==> config.mk <==
export PLATFORM = sky130hd
export DESIGN_NAME = freq_gate_counter
export DESIGN_NICKNAME = d
export VERILOG_FILES = /design/src/rtl/freq_gate_counter.sv
export SDC_FILE = /design/constraint.sdc
export NUM_CORES = 1
export LEC_CHECK = 0
export ABC_CLOCK_PERIOD_IN_PS = 2250
export CAP_MARGIN = 0
export CORE_MARGIN = 2
export CORE_UTILIZATION = 50
export DETAILED_ROUTE_END_ITERATION = 8
export MAX_ROUTING_LAYER = met4
export PLACE_DENSITY = 0.71
export RECOVER_POWER = 25
export REMOVE_ABC_BUFFERS = 1
export SYNTH_ARGS = -nofsm -noshare
export SYNTH_HDL_FRONTEND = slang
export SYNTH_SLANG_ARGS = --single-unit
==> constraint.sdc <==
create_clock -name clk -period 2.25 [get_ports clk]
set_input_delay 0.225 -clock clk [delete_from_list [all_inputs] [get_ports clk]]
set_output_delay 0.225 -clock clk [all_outputs]
set_load 0.02 [all_outputs]
==> src/rtl/freq_gate_counter.sv <==
// freq_gate_counter: counts synchronized rising edges of sig_in over a fixed
// clk-timed gate window and publishes the count with a one-cycle valid pulse.
module freq_gate_counter #(
  parameter int GATE_CYCLES = 1000000,
  parameter int CNT_W       = 20
) (
  input  logic             clk,
  input  logic             rst_n,
  input  logic             sig_in,
  input  logic             en,
  output logic [CNT_W-1:0] freq_out,
  output logic             valid,
  output logic             overflow,
  output logic             busy
);
  localparam int GW = $clog2(GATE_CYCLES);
  localparam logic [1:0] IDLE  = 2'd0;
  localparam logic [1:0] GATE  = 2'd1;
  localparam logic [1:0] LATCH = 2'd2;
  localparam logic [GW-1:0] LAST = GW'(GATE_CYCLES - 1);
  localparam logic [CNT_W-1:0] MAX = '1;

  logic             sync1_q, sync2_q, dly_q;
  logic [1:0]       state_q, state_d;
  logic [GW-1:0]    gate_cnt_q, gate_cnt_d;
  logic [CNT_W-1:0] edge_cnt_q, edge_cnt_d;
  logic             sat_q, sat_d;
  logic [CNT_W-1:0] freq_q, freq_d;
  logic             ovf_q, ovf_d;
  logic             valid_q, valid_d;
  logic             rise;

  assign rise = sync2_q & ~dly_q;

  always_comb begin
    state_d    = state_q;
    gate_cnt_d = gate_cnt_q;
    edge_cnt_d = edge_cnt_q;
    sat_d      = sat_q;
    freq_d     = freq_q;
    ovf_d      = ovf_q;
    valid_d    = 1'b0;
    case (state_q)
      GATE: begin
        // abort takes priority over window completion
        if (!en) state_d = IDLE;
        else begin
          gate_cnt_d = gate_cnt_q + 1'b1;
          if (rise) begin
            if (edge_cnt_q == MAX) sat_d = 1'b1;
            else edge_cnt_d = edge_cnt_q + 1'b1;
          end
          if (gate_cnt_q == LAST) state_d = LATCH;
        end
      end
      LATCH: begin
        freq_d     = edge_cnt_q;
        ovf_d      = sat_q;
        valid_d    = 1'b1;
        edge_cnt_d = '0;
        sat_d      = 1'b0;
        gate_cnt_d = '0;
        state_d    = en ? GATE : IDLE;
      end
      default: begin
        edge_cnt_d = '0;
        sat_d      = 1'b0;
        gate_cnt_d = '0;
        state_d    = en ? GATE : IDLE;
      end
    endcase
  end

  always_ff @(posedge clk or negedge rst_n) begin
    if (!rst_n) begin
      sync1_q    <= 1'b0;
      sync2_q    <= 1'b0;
      dly_q      <= 1'b0;
      state_q    <= IDLE;
      gate_cnt_q <= '0;
      edge_cnt_q <= '0;
      sat_q      <= 1'b0;
      freq_q     <= '0;
      ovf_q      <= 1'b0;
      valid_q    <= 1'b0;
    end else begin
      sync1_q    <= sig_in;
      sync2_q    <= sync1_q;
      dly_q      <= sync2_q;
      state_q    <= state_d;
      gate_cnt_q <= gate_cnt_d;
      edge_cnt_q <= edge_cnt_d;
      sat_q      <= sat_d;
      freq_q     <= freq_d;
      ovf_q      <= ovf_d;
      valid_q    <= valid_d;
    end
  end

  // valid is registered so it coincides with the new freq_out/overflow
  assign freq_out = freq_q;
  assign overflow = ovf_q;
  assign valid    = valid_q;
  assign busy     = (state_q == GATE);
endmodule
==> impl_metrics.csv <==
group,metric,value,unit
grt,grt_pass1_vias,2209,
clock_network,postCtsSetupRepairBufs,0,
logic_synthesis,ys.flop_type,"dfrtp_1",
grt,met3_usage,4.77,%
critical_path,path_cells,"ha_1, and2_1, nand4_2, nor2_1, nor4bb_1, a211oi_1",
power_and_ir_drop,p_leak,1.63,nW
clock_network,clk_latency,0.35,ns
layout,antennaDiodeCount,0,
logic_synthesis,synth_edf_count,0,
grt,use_met2,28.8,%
logic_synthesis,yosysSeqAreaShare,54.7,%
clock_network,h-tree-depth,3,
logic_synthesis,syn_area,0.00311,mm^2
critical_path,startpoint_type,"flip-flop",
clock_network,cts_root_buf,"clkbuf_8",
status,outcome,"finished, final reports clean",
drt,finalWirelength,5710,um
layout,nets,328,
layout,drive_gt1_share,15.3,%
floorplan,die_height,82.9,um
drt,vias,2166,
layout,area_growth,19.2,%
timing,period_minus_slack,1.98,ns
timing,rsz0062_at_grt,"no",
floorplan,initial_core_util,52.2,%
drt,first_iter_violations,152,
logic_synthesis,ys_ff_latch,68,
timing,relSlewSlack,13.0,%
drt,drc_errors,0,
drt,wl_per_cell,14.2,um
power_and_ir_drop,vdd_drop_max,405,uV
layout,nFillCells,507,
floorplan,fp.dieArea,0.00687,mm^2
timing,worstMarginPinSlew,1.30,ns
clock_network,cts.repair.resized,0,
critical_path,critPathKind,"reg -> reg",
clock_network,cts.sinks,68,
logic_synthesis,synth_top_cell_area_share,54.7,%
clock_network,clk_path_buf_depth,2,
timing,fin_crit_sh,87.9,%
worst_hold_path,hold_path_class,"reg -> reg",
grt,top_usage_layer,"met2",
floorplan,rows,28,
critical_path,cpPeakStageDelay,0.41,ns
critical_path,worstSetupEndpointType,"flip-flop",
timing,skew,0.0109,ns
timing,tns,0,ns
grt,grt_pass1_wl,10300,um
logic_synthesis,yosysUniqueCellTypes,40,
logic_synthesis,yosysTopAreaCell,"dfrtp_1",
drt,ant_nets,0,
floorplan,core_area,0.00596,mm^2
clock_network,cts_tree,"built",
logic_synthesis,synth.area.top_cells,"dfrtp_1, mux2_2, xnor2_1",
critical_path,cp.arrival,2.16,ns
timing,setup_viol,0,
grt,gr-usage-met1,24.6,%
grt,grt_remaining_overflow,0,
logic_synthesis,syn_inst,287,
clock_network,clk_pin_slew,0.07,ns
critical_path,cp_max_fo,7,
grt,grt_antenna_before_repair,0,
placed_design,dpl-instance-area,0.00348,mm^2
drt,first_pass_iters,4,
floorplan,die_w,82.9,um
clock_network,postCtsHoldBufs,1,
logic_synthesis,yosysWarningCount,0,
clock_network,cts_buffers,9,
grt,groute.usage.overall,19.0,%
timing,slew_viol_final,0,
drt,via_per_inst,5.39,
logic_synthesis,async_flop_share,100,%
critical_path,required,2.44,ns
layout,final_area,0.00371,mm^2
placed_design,globalplace.congestion,0.854,
timing,max_freq,506,MHz
logic_synthesis,avgSynthCellArea,10.8,um^2
placed_design,hpwlAfterDp,3840,um
placed_design,portBuffers,26,
power_and_ir_drop,power_density,656,mW/mm^2
floorplan,io_pins,27,
timing,final-hold-violation-count,0,
run,cap_violations,0,
critical_path,critPathSlowestCell,"dfrtp_1",
grt,grt_max_degree,44,
-- power breakdown --
part / switching [W] / total, W / internal (W)
Clock: 0.000472 / 0.00113 / 0.000654
Combinational: 0.0000503 / 0.0000708 / 0.0000205
Sequential: 0.00000744 / 0.00124 / 0.00123
-- through the flow --
step | power (W) | setup slack, ns | utilization (%) | std cells | hold slack, ns
5_1_grt | 0.00252 | 0.0868 | 62.3 | 402 | 0.365
2_1_floorplan | 0.00129 | 0.384 | - | 276 | -0.0706
3_5_place_dp | 0.00133 | 0.212 | 58.4 | 385 | 0.239
4_1_cts | 0.00247 | 0.283 | 62.4 | 402 | 0.298
6_report | 0.00243 | 0.272 | 62.3 | 402 | 0.359
3_3_place_gp | 0.00133 | 0.303 | 58.4 | 385 | 0.247
-- state kept, by name (all words and copies together), names as in the netlist --
signal,flops
gate_cnt_q,20
sync1_q,1
valid,1
edge_cnt_q,20
sync2_q,1
freq_out,20
sat_q,1
overflow,1
state_q,2
dly_q,1
-- synthesized netlist by cell type, drive strengths merged (2+ instances only) --
| library cell | number |
|---|---|
| dfrtp | 68 |
| nor2 | 37 |
| mux2 | 18 |
| xnor2 | 18 |
| nand2 | 16 |
| nand4 | 16 |
| nand3 | 14 |
| a21oi | 11 |
| o21ai | 10 |
| xor2 | 10 |
| clkbuf | 9 |
| nor4 | 7 |
| and3 | 6 |
| or3 | 6 |
| inv | 5 |
| nor3 | 5 |
| and2 | 4 |
| nor4b | 4 |
| a211oi | 2 |
| a311o | 2 |
| and4 | 2 |
| buf | 2 |
| ha | 2 |
| nand2b | 2 |
| or2 | 2 |
-- cell usage in the layout (no fill, tap or decap), types with 11 or more instances in the layout --
master           Yosys  routed
xnor2_1             18      18
dfrtp_1             68      68
mux2_2              18      18
nor2_1              37      37
clkdlybuf4s50_1      0      24
nand2_1             16      16
nand4_1             14      14
a21oi_1             11      11
nand3_1             13      13
-- worst max-delay path: cells and delay by family, from the launching register on --
kind            cells  cell delay (ns)
simple gates        4             1.06
flops               1             0.41
fa+ha+maj           1             0.24
compound gates      1             0.11
-- final cells by class --
| class | count | area (um^2) | area share (%) |
|---|---|---|---|
| flip-flops and latches | 68 | 1700 | 45.9 |
| repair buffers | 35 | 322 | 8.67 |
| clock buffers | 10 | 138 | 3.71 |
| inverters | 5 | 18.8 | 0.506 |
| well taps | 75 | 93.8 | 2.53 |
| clock inverters | 6 | 87.6 | 2.36 |
| multi-input cells | 203 | 1350 | 36.4 |
-- final timing paths --
kind / endpoint / startpoint / cells after the start / slack (ns)
hold reg to reg: sync2_q / sync1_q / 0 / 0.36
setup reg to reg: edge_cnt_q[18] / edge_cnt_q[0] / 6 / 0.27
min in group asynchronous: edge_cnt_q[15] / rst_n / 2 / 0.69
max in group asynchronous: edge_cnt_q[4] / rst_n / 3 / 0.59
setup / recovery: edge_cnt_q[18] / edge_cnt_q[0] / 6 / 0.27
hold / removal: sync2_q / sync1_q / 0 / 0.36
-- logic make-up after synthesis --
kind of cell               Yosys count  share of synthesized area (%)
and+or+nand+nor                    126                           22.5
adders and majority gates            2                          0.804
buffers and inverters               16                           1.97
xor gates and xnor gates            28                           7.88
AOI/OAI and AO/OA                   28                           5.35
DFF                                 68                           54.7
muxes                               19                           6.84
-- metal layers --
layer,vias to the layer above,routed length [um]
met4,0,102
met2,30,2660
met5,-,0
met3,10,170
li1,1083,-
met1,1043,2780
Note: power is estimated with default switching activity, not from simulation.
